`config.mk`:
```
export PLATFORM = sky130hd
export DESIGN_NAME = obstacle_scroller
export DESIGN_NICKNAME = d
export VERILOG_FILES = /design/src/rtl/obstacle_scroller.sv
export SDC_FILE = /design/constraint.sdc
export NUM_CORES = 1
export LEC_CHECK = 0
export CORE_ASPECT_RATIO = 2
export CORE_UTILIZATION = 45
export CTS_CLUSTER_SIZE = 14
export DETAILED_ROUTE_END_ITERATION = 8
export HOLD_SLACK_MARGIN = 0.03
export PLACE_DENSITY = 0.82
export SETUP_SLACK_MARGIN = 0.2
export SLEW_MARGIN = 20
export SYNTH_ARGS = -nofsm -noshare
export SYNTH_HDL_FRONTEND = slang
export SYNTH_SLANG_ARGS = --single-unit
```
`constraint.sdc`:
```
create_clock -name clk -period 3.3 [get_ports clk]
set_input_delay 0.825 -clock clk [delete_from_list [all_inputs] [get_ports clk]]
set_output_delay 0.825 -clock clk [all_outputs]
set_load 0.01 [all_outputs]
```
`src/rtl/obstacle_scroller.sv`:
```
// ---------------------------------------------------------------------------
// obstacle_scroller
//
// Frame-synchronous motion and collision controller for the VGA game.
// It drives LANES independently scrolling obstacle lanes. Each lane has a
// wrap-around x offset that advances once per frame. The block also runs an
// IDLE / RUN / HIT play state machine and keeps a saturating pass score,
// which counts how many times lane 0 has wrapped.
//
// Optional feature macro: OBSTACLE_SCROLLER_SPEEDUP_EN
//   When defined, the per-frame step is speed + score[7:3], clamped to the
//   largest value that fits in SPEED_W bits, so the game speeds up by
//   1 px/frame for every 8 points scored. When undefined, the step is speed
//   unchanged.
//
// Ports:
//   clk          pixel clock
//   rst          asynchronous active-high reset
//   frame_tick   one-cycle pulse at the start of vertical blank
//   start        level; begins play from IDLE or restarts play from HIT
//   speed        pixels advanced per frame
//   player_px    player draw flag for the current pixel
//   obstacle_px  per-lane obstacle draw flag for the current pixel
//   x_offset     packed lane offsets; lane i occupies [i*XW +: XW]
//   state        0 = IDLE, 1 = RUN, 2 = HIT
//   hit          one-cycle pulse on entry to HIT
//   score        lane-0 wrap count, saturating at 255
// ---------------------------------------------------------------------------
module obstacle_scroller #(
  parameter int LANES        = 2,
  parameter int XW           = 10,
  parameter int SCREEN_W     = 640,
  parameter int SPEED_W      = 4,
  parameter int LANE_STAGGER = 320
) (
  input  logic                  clk,
  input  logic                  rst,
  input  logic                  frame_tick,
  input  logic                  start,
  input  logic [SPEED_W-1:0]    speed,
  input  logic                  player_px,
  input  logic [LANES-1:0]      obstacle_px,
  output logic [LANES*XW-1:0]   x_offset,
  output logic [1:0]            state,
  output logic                  hit,
  output logic [7:0]            score
);

  typedef enum logic [1:0] {
    ST_IDLE = 2'd0,
    ST_RUN  = 2'd1,
    ST_HIT  = 2'd2
  } state_t;

  localparam logic [XW:0] SCREEN_V = (XW+1)'(SCREEN_W);

  state_t             state_q, state_d;
  logic [XW-1:0]      off_q [LANES];
  logic [XW-1:0]      off_d [LANES];
  logic [XW:0]        sum   [LANES];
  logic [XW:0]        diff  [LANES];
  logic [XW-1:0]      adv   [LANES];
  logic [LANES-1:0]   wrap;
  logic [7:0]         score_q, score_d;
  logic               hit_q, hit_d;
  logic               collision;
  logic [SPEED_W-1:0] eff_speed;

  // Starting position of a lane. The lanes are staggered so that they do not
  // all arrive on screen at the same moment.
  function automatic logic [XW-1:0] reset_offset(input int lane);
    return XW'((lane * LANE_STAGGER) % SCREEN_W);
  endfunction

  // A collision is only counted while the game is running. This keeps a
  // stray overlap in IDLE or HIT from retriggering the hit pulse.
  assign collision = (state_q == ST_RUN) && player_px && (|obstacle_px);

`ifdef OBSTACLE_SCROLLER_SPEEDUP_EN
  // Add the score bonus in a wide adder so the sum cannot overflow, then
  // clamp the result to the largest step the speed field can express.
  localparam int BOOST_W = SPEED_W + 6;
  localparam logic [BOOST_W-1:0] SPEED_MAX = BOOST_W'((1 << SPEED_W) - 1);
  logic [BOOST_W-1:0] boosted;

  always_comb begin
    boosted   = BOOST_W'(speed) + BOOST_W'(score_q[7:3]);
    eff_speed = (boosted > SPEED_MAX) ? {SPEED_W{1'b1}} : boosted[SPEED_W-1:0];
  end
`else
  assign eff_speed = speed;
`endif

  // Work out each lane's next position modulo the screen width. The step is
  // always smaller than the screen, so one conditional subtract is enough to
  // wrap. wrap[0] also drives the score.
  always_comb begin
    for (int i = 0; i < LANES; i++) begin
      sum[i]  = {1'b0, off_q[i]} + {{(XW+1-SPEED_W){1'b0}}, eff_speed};
      wrap[i] = (sum[i] >= SCREEN_V);
      diff[i] = sum[i] - SCREEN_V;
      adv[i]  = wrap[i] ? diff[i][XW-1:0] : sum[i][XW-1:0];
    end
  end

  // State register.
  always_ff @(posedge clk or posedge rst) begin
    if (rst) state_q <= ST_IDLE;
    else     state_q <= state_d;
  end

  // Next-state logic. The default branch catches the unused encoding and
  // returns the machine to IDLE.
  always_comb begin
    state_d = ST_IDLE;
    case (state_q)
      ST_IDLE: state_d = start     ? ST_RUN : ST_IDLE;
      ST_RUN:  state_d = collision ? ST_HIT : ST_RUN;
      ST_HIT:  state_d = start     ? ST_RUN : ST_HIT;
      default: state_d = ST_IDLE;
    endcase
  end

  // Output/datapath logic. IDLE keeps the lanes parked at their starting
  // positions, so leaving IDLE needs no explicit reload. In RUN a collision
  // has priority over frame_tick: the offsets freeze at the exact frame
  // where the player was hit. Restarting from HIT reloads the starting
  // positions and clears the score.
  always_comb begin
    off_d   = off_q;
    score_d = score_q;
    hit_d   = 1'b0;
    case (state_q)
      ST_IDLE: begin
        for (int i = 0; i < LANES; i++) off_d[i] = reset_offset(i);
        score_d = 8'd0;
      end
      ST_RUN: begin
        if (collision) begin
          hit_d = 1'b1;
        end else if (frame_tick) begin
          for (int i = 0; i < LANES; i++) off_d[i] = adv[i];
          if (wrap[0] && (score_q != 8'hFF)) score_d = score_q + 8'd1;
        end
      end
      ST_HIT: begin
        if (start) begin
          for (int i = 0; i < LANES; i++) off_d[i] = reset_offset(i);
          score_d = 8'd0;
        end
      end
      default: begin
        for (int i = 0; i < LANES; i++) off_d[i] = reset_offset(i);
        score_d = 8'd0;
      end
    endcase
  end

  // Datapath registers. Every output comes from a register.
  always_ff @(posedge clk or posedge rst) begin
    if (rst) begin
      for (int i = 0; i < LANES; i++) off_q[i] <= reset_offset(i);
      score_q <= 8'd0;
      hit_q   <= 1'b0;
    end else begin
      for (int i = 0; i < LANES; i++) off_q[i] <= off_d[i];
      score_q <= score_d;
      hit_q   <= hit_d;
    end
  end

  // Pack the lane offsets into the flat bus that the renderers expect.
  always_comb begin
    x_offset = '0;
    for (int i = 0; i < LANES; i++) x_offset[i*XW +: XW] = off_q[i];
  end

  assign state = state_q;
  assign hit   = hit_q;
  assign score = score_q;

endmodule

```
==> Word-level counts from Yosys, hierarchy flattened <==
Cells that the tools add are included.
{ "totals": {"inputBits": 11, "register_bits": 31, "output_inout_bits": 31, "elab_cells": 43} }
{ "classes": {"magnitude_cmp": 2, "reduce_logical": 7, "muxes": 17, "n_addsub": 5, "eq_ne": 7} }
{ "op_table": {"columns": ["op", "count"], "rows": [
  ["2-to-1 mux 20 bit", 3],
  ["case mux 20 bit (2 select lines)", 1],
  ["2-to-1 mux 8 bit", 4],
  ["adder 10 x 4 -> 11 bit", 2],
  [">= comparator 11 x 10 -> 1 bit (second input constant)", 2],
  ["2-to-1 mux 10 bit", 2],
  ["subtractor 10 bit (second input constant)", 2],
  ["case mux 8 bit (2 select lines)", 1],
  ["adder 8 x 1 -> 8 bit (second input constant)", 1],
  ["inequality test 8 bit (second input constant)", 1],
  ["inequality test 2 bit (second input constant)", 3],
  ["case mux 2 bit (3 select lines)", 1],
  ["2-to-1 mux 2 bit", 2],
  ["AND reduction 4 bit", 1],
  ["logical AND 1 bit", 3],
  ["2-to-1 mux 1 bit", 3],
  ["AND reduction 3 bit", 1],
  ["== test 2 x 1 -> 1 bit (second input constant)", 1],
  ["== test 2 bit (second input constant)", 1],
  ["logical NOT 2 bit", 1],
  ["inequality test 2 x 1 -> 1 bit (second input constant)", 1],
  ["OR reduction 2 bit", 1]
]} }

==> Longest topological paths before layout <==
Gate-level depths: netlist of the first run.
{ "logic_depth": {"depth_word": 7, "mapped_depth": 13, "mapped_depth_nobuf": 13} }

==> Worst setup path before layout of the first run <==
OpenSTA, ideal clock, no wires.
{ "synth_timing": {"path_type": "input port to flip-flop", "start": "input speed[0]", "end": "register off_q (netlist bit x_offset[18])", "path_slack_ns": -0.151, "path_buffers": 0, "stages": 12, "arrival_ns": 3.371, "setup_ns": 0.080, "required_ns": 3.220, "cell_sequence": "ha_1 -> fa_1 -> a211oi_1 -> nor2_1 -> and4_1 -> xor2_1 -> inv_1 -> ha_1 -> nor4_1 -> and3b_1 -> a211o_1 -> o221a_2"} }
{ "synth_via": {"elab_chain_len": 6, "word_cells_on_any_way": 7, "cone_classes": "add/sub (2); order compare (1); mux (4)"} }
{ "synth_lines": {"columns": ["element", "line", "text"], "rows": [
  ["start, declared", "40", "input logic [SPEED_W-1:0] speed,"],
  ["adder 10 x 4 -> 11 bit *", "99", "sum[i] = {1'b0, off_q[i]} + {{(XW+1-SPEED_W){1'b0}}, eff_speed};"],
  ["subtractor 10 bit or >= comparator 11 x 10 -> 1 bit (tied branches)", "101, 100", null],
  ["2-to-1 mux 10 bit *", "102", "adv[i] = wrap[i] ? diff[i][XW-1:0] : sum[i][XW-1:0];"],
  ["2-to-1 mux 20 bit *", "141", "end else if (frame_tick) begin"],
  ["2-to-1 mux 20 bit *", "139", "if (collision) begin"],
  ["case mux 20 bit (2 select lines) *", "133", "case (state_q)"],
  ["end, declared", "58", "logic [XW-1:0] off_q [LANES];"]
]} }
Every way passes the cells marked *; elsewhere a longest branch is shown, timed or not. The select of a mux whose other input is x is not followed.
A chain may end at the register's enable or synchronous reset.

==> Worst setup path in the final report of the first run <==
Same ends and word-level chain as after synthesis.

==> flow_metrics.tcl, run 1 <==
set metrics [dict create \
    min_period_over_period_pct 92.06 \
    diodes 0 \
    required_ns 3.51 \
    drt-initial-drc-count 55 \
    yosysUniqueCellTypes 58 \
    cts_max_level 2 \
    cts_sinks 31 \
    routed_via_density 6.003 \
    setup_ws_ns 0.2621 \
    coreArea_sq_um 4686 \
    vdd_ir_drop_max_uv 468.6 \
    worstSetupEndpoint "x_offset[18]" \
    synth_nets 277 \
    clock_skew_ns 0.005607 \
    cts_tree "done" \
    die_area_sq_um 5249 \
    stdcell_area_sq_um 3113 \
    grt_pass1_wl_mm 10.25 \
    clock-root-buffer "clkbuf_8" \
    rsz0062_at_grt "yes" \
    layout_commonest_cell "buf_4" \
    synthArstFlopShare_pct 100.0 \
    grt_overflow_total 0 \
    cpMaxStageDelayCell "fa_2" \
    startpoint "speed[0]" \
    grt_max_degree 32 \
    wl_per_cell_um 16.63 \
    crit_path_end_kind "flip-flop" \
    dp.final_hpwl_mm 4.604 \
    synth_edf_count 0 \
    crit_top_cell "ha_4" \
    ys_seq_area_share_pct 34.96 \
    fillCellCount 391 \
    worst_pin_slew_ns 0.4804 \
    synth_area_sq_um 2226 \
    reg2reg_depth 12 \
    r2r_start "x_offset[10]" \
    critical_path_class "input pin to flip-flop" \
    synthToLayoutAreaGrowth_pct 39.85 \
    numCtsBuffers 5 \
    layout_common_cells "39 x buf_4, 37 x clkdlybuf4s50_1, 29 x dfrtp_1" \
    syn_inst 254 \
    fmax_mhz 329.2 \
    crit_fanout 3 \
    ys_warn_count 0 \
    rr_endpoint "x_offset[18]" \
    status "finished clean" \
    synth_seq_cells 31 \
    power.total_uw 1912 \
    hold_viol 0 \
    clk_path_buf_depth 2 \
    power_density_nw_per_um2 614.1 \
    critPathMaxStageDelay_ns 0.37 \
    critical_path_buf_inv_count 2 \
    hold_path_class "flip-flop to flip-flop" \
    avgSynthCellArea_sq_um 8.763 \
    ios 42 \
    antenna_found_initial 0 \
    leakage_uw 0.001306 \
    worstSkewPairLatency_ns 0.28 \
    dp_slack_ns -0.4854 \
    antenna_left 0 \
    period_needed_ns 3.038 \
    drv_slew 0 \
    start_kind "input pin" \
    grt_pass1_vias 2320 \
    cts.clk_slew.worst_paths_ns 0.06 \
    first_pass_iters 4 \
    drive_above_1_share_pct 21.34 \
    fin_util_pct 66.44 \
    max_cap_violations 0 \
    ys.flop_type "dfrtp_1" \
    cp.arrival_ns 3.25 \
    place_area_sq_um 2923 \
    cp.depth 13 \
    io_buffers 41 \
    drt_wl_total_mm 6.370 \
    drc 0 \
    setup_viol_count_final 0 \
    slew_headroom_pct 67.91 \
    crit_family "adder cells" \
    chipHeight_um 101.5 \
    fp.dieW_um 51.73 \
    place.gp.congestion 0.8336 \
    r2r_setup_slack_ns 0.44 \
    initial_core_util_pct 47.50 \
    grtUsageTotal_pct 26.48 \
    cp_cell_sequence "buf_8 -> ha_4 -> fa_2 -> a211oi_2 -> nor2_1 -> and4_1 -> xor2_1 -> inv_1 -> ha_4 -> nor4_2 -> and3b_2 -> a211o_1 -> o221a_2" \
    nets 352 \
    num_rows 35 \
    via_count 2299 \
]
==> cells by family after synthesis <==
logic type	after synthesis	share of synthesized area [%]
AND/OR/NAND/NOR	90	20.85
AO/OA/AOI/OAI	81	26.65
flip-flops	31	34.96
buffers and inverters	28	5.228
adder cells (fa/ha/maj)	12	7.420
XOR/XNOR	9	3.542
multiplexers	3	1.349
==> cells in the mapped netlist, types with 2 or more instances <==
cell type	instances	area [sq um]
o22ai_1	3	18.77
o211a_1	2	20.02
nand4_1	4	25.02
clkbuf_1	8	30.03
dfrtp_1	29	725.7
nor3_1	6	30.03
o221ai_1	3	26.28
o22a_1	2	17.52
inv_1	16	60.06
clkbuf_2	2	10.01
o31ai_1	5	37.54
nor4_1	2	12.51
a21o_1	3	22.52
xor2_1	3	26.28
dfstp_2	2	52.55
mux2i_1	3	30.03
a211oi_1	5	37.54
xnor2_1	6	52.55
a211o_1	2	17.52
a22o_1	2	17.52
o21ai_0	22	110.1
nand2b_1	5	31.28
o41ai_1	3	26.28
a21oi_1	9	45.04
or4b_1	2	20.02
fa_1	2	40.04
nor2b_1	4	25.02
a31oi_1	3	18.77
or3_1	2	12.51
ha_1	10	125.1
nor2_1	15	56.30
nand3_1	15	75.07
nor4b_1	2	17.52
nand2_1	24	90.09
and2_1	2	12.51
a21boi_0	4	30.03
==> power breakdown <==
group / internal [uW] / switching [uW]
Combinational: 500 / 568
Sequential: 466 / 99.6
Clock: 140 / 138
Total: 1110 / 805
==> routing by layer <==
layer	routed length (um)	vias up	GRT usage, %
li1	-	1084	-
met1	2310	1105	26.40
met2	3495	84	48.35
met3	268	26	3.754
met4	295	0	17.88
met5	0	-	0
==> layout make-up <==
class	instances	area, sq um	area share, %
Multi-Input combinational cell	195	1433	46.02
Sequential cell	31	778.2	25.00
Clock buffer	6	72.57	2.331
Inverter	16	60.06	1.929
Tap cell	55	68.82	2.211
Timing Repair Buffer	80	700.7	22.51
==> flip-flops by register name, indices dropped and copies added (netlist names) <==
signal    flops
x_offset     20
state         2
hit           1
score         8
==> timing repair <==
item | 4_1_cts | 5_1_grt
endpoints found under the setup margin | 10 | 7
pin swaps | 10 | 6
hold buffers | 0 | 0
setup buffers | 5 | 2
gates resized for setup | 16 | 11
==> worst min path at each step <==
stage / startpoint / end / slack, ns / cells past startpoint
floorplan: x_offset[16] / x_offset[16] / 0.52 / 2
global placement: x_offset[0] / x_offset[0] / 0.50 / 2
detailed placement: state[0] / state[0] / 0.51 / 1
CTS: state[0] / state[0] / 0.53 / 1
global route: score[0] / score[0] / 0.55 / 1
finish: x_offset[2] / x_offset[2] / 0.53 / 2
==> tightest hold or removal path: cells and delay by family, from the launching register on <==
family | cells | cell delay [ns]
and+or+nand+nor | 1 | 0.06
AOI/OAI and AO/OA | 1 | 0.06
DFF | 1 | 0.37
==> per-stage QoR <==
| step | instances | setup TNS [ns] | hold WS (ns) |
|---|---|---|---|
| global placement | 370 | -2.369 | 0.4953 |
| floorplan | 254 | 0 | 0.5156 |
| global route | 383 | 0 | 0.5483 |
| detailed placement | 370 | -3.648 | 0.5121 |
| finish | 383 | 0 | 0.5252 |
| CTS | 381 | 0 | 0.5257 |
Note: power is estimated with default switching activity, not from simulation.
==> inputs of run 2 (changes only) <==
--- a/config.mk
+++ b/config.mk
@@ -9,8 +9,8 @@
 export CORE_UTILIZATION = 45
 export CTS_CLUSTER_SIZE = 14
 export DETAILED_ROUTE_END_ITERATION = 8
+export DONT_BUFFER_PORTS = 1
 export HOLD_SLACK_MARGIN = 0.03
-export PLACE_DENSITY = 0.82
 export SETUP_SLACK_MARGIN = 0.2
 export SLEW_MARGIN = 20
 export SYNTH_ARGS = -nofsm -noshare
==> run 2 against run 1 <==
Against the previous run: clock power up 8.3%; clock-buffer cell count down 1; total power down 13%; fmax up 1.0%; sequential power up 6.7%; sequential share of layout area up 6.6 points; flip-flop and latch count unchanged; die area unchanged; routed wire length down 8.9%; design area down 21%; critical path depth down 1; non-clock buffer count down 69.
==> flow_metrics.tcl, run 2 (same netlist as run 1, synthesis figures left out) <==
set metrics [dict create \
    wl_per_cell_um 18.36 \
    crit_path_end_kind "flip-flop" \
    status "finished clean" \
    rsz0062_at_grt "no" \
    power_density_nw_per_um2 673.9 \
    first_pass_iters 4 \
    grtUsageTotal_pct 23.83 \
    critical_path_class "input pin to flip-flop" \
    layout_common_cells "29 x dfrtp_1, 24 x nand2_1, 21 x o21ai_0" \
    cts_max_level 2 \
    cts_sinks 31 \
    reg2reg_depth 13 \
    largest_register_ffs 20 \
    drt-initial-drc-count 46 \
    numCtsBuffers 5 \
    drc 0 \
    hold_path_class "input pin to asynchronous set/reset pin" \
    r2r_setup_slack_ns 0.34 \
    grt_overflow_total 0 \
    grt_pass1_vias 1949 \
    antenna_left 0 \
    io_buffers 0 \
    grt_pass1_wl_mm 9.287 \
    slew_headroom_pct 57.92 \
    start_kind "input pin" \
    drt_wl_total_mm 5.803 \
    setup_viol_count_final 0 \
    use_met2_pct 44.26 \
    rr_endpoint "x_offset[18]" \
    ios 42 \
    synthToLayoutAreaGrowth_pct 10.51 \
    fp.dieW_um 51.73 \
    period_needed_ns 3.006 \
    stdcell_count 316 \
    die_area_sq_um 5249 \
    post-place-cells 304 \
    clock-root-buffer "clkbuf_8" \
    drive_above_1_share_pct 14.18 \
    drv_slew 0 \
    worstSkewPairLatency_ns 0.28 \
    r2r_start "x_offset[10]" \
    fmax_mhz 332.6 \
    leakage_uw 0.001023 \
    place.gp.congestion 0.8749 \
    fin_tns_setup_ns 0 \
    layout_commonest_cell "dfrtp_1" \
    grt-busiest-layer "met2" \
    num_rows 35 \
    cts_tree "done" \
    vdd_ir_drop_max_uv 350.8 \
    cts.clk_slew.worst_paths_ns 0.07 \
    crit_fanout 8 \
    antenna_found_initial 0 \
    chipHeight_um 101.5 \
    routed_via_density 6.247 \
    via_count 1974 \
    clk_path_buf_depth 2 \
    nets 283 \
    hold_viol 0 \
    coreArea_sq_um 4686 \
    use_met1_pct 25.31 \
    clock_skew_ns 0.004320 \
    worst_pin_slew_ns 0.6306 \
    min_period_over_period_pct 91.10 \
    cp.arrival_ns 3.22 \
    diodes 0 \
    grt_max_degree 24 \
    max_cap_violations 0 \
    dp.final_hpwl_mm 4.216 \
    met3_usage_pct 4.805 \
    fin_util_pct 52.50 \
    required_ns 3.51 \
    initial_core_util_pct 47.50 \
]
[run 2: layout make-up]
cell class              instances  area (sq um)
clock buffers                   5         68.82
well taps                      55         68.82
multi-input cells             195          1386
fillers                       439          2226
repair buffers                 11         82.58
clock inverters                 3         15.01
flip-flops and latches         31         778.2
inverters                      16         60.06
[run 2: critical path, stage by stage]
cell and delay, ns:
ha_1 0.38, a21oi_1 0.18, o22a_1 0.29, nor2_1 0.08
xnor2_1 0.46, ha_4 0.23, nor2b_1 0.04, o21ai_1 0.06
and3b_2 0.25, buf_4 0.11, nand3_1 0.07, o221a_2 0.24
[run 2: how the worst max path moves through the flow]
| stage | slack, ns | start | end |
|---|---|---|---|
| finish | 0.29 | speed[3] | x_offset[18] |
| global route | 0.16 | speed[3] | x_offset[18] |
| CTS | 0.34 | speed[0] | x_offset[18] |
| detailed placement | 0.03 | speed[0] | x_offset[18] |
| global placement | 0.08 | speed[0] | x_offset[18] |
| floorplan | 0.17 | speed[0] | x_offset[18] |
[run 2: metal layers]
metal / share of wire [%] / wire, um / up-vias
met4: 2.1 / 124 / 0
li1: - / - / 946
met2: 55 / 3214 / 52
met1: 38 / 2187 / 967
met5: 0 / 0 / -
met3: 4.8 / 276 / 9
[run 2: where the power goes]
group          switching [uW]  internal [uW]  total [uW]
Combinational             469            284         752
Sequential                138            466         604
Clock                     157            144         301
Total                     764            894        1660
[run 2: repair_timing]
item	in CTS	in global routing
setup buffers	0	4
hold buffers	0	0
endpoints found under the setup margin	0	2
gates resized for setup	0	5
[run 2: per-stage QoR]
| step | power [uW] | hold slack [ns] | instance area (sq um) | setup WS [ns] |
|---|---|---|---|---|
| 6_report | 1658 | 0.4997 | 2460 | 0.2936 |
| 5_1_grt | 1787 | 0.5547 | 2460 | 0.1616 |
| 4_1_cts | 1657 | 0.5184 | 2409 | 0.3423 |
| 3_5_place_dp | 1354 | 0.5595 | 2325 | 0.03288 |
| 3_3_place_gp | 1344 | 0.5395 | 2325 | 0.08209 |
| 2_1_floorplan | 1123 | 0.5156 | 2260 | 0.1668 |
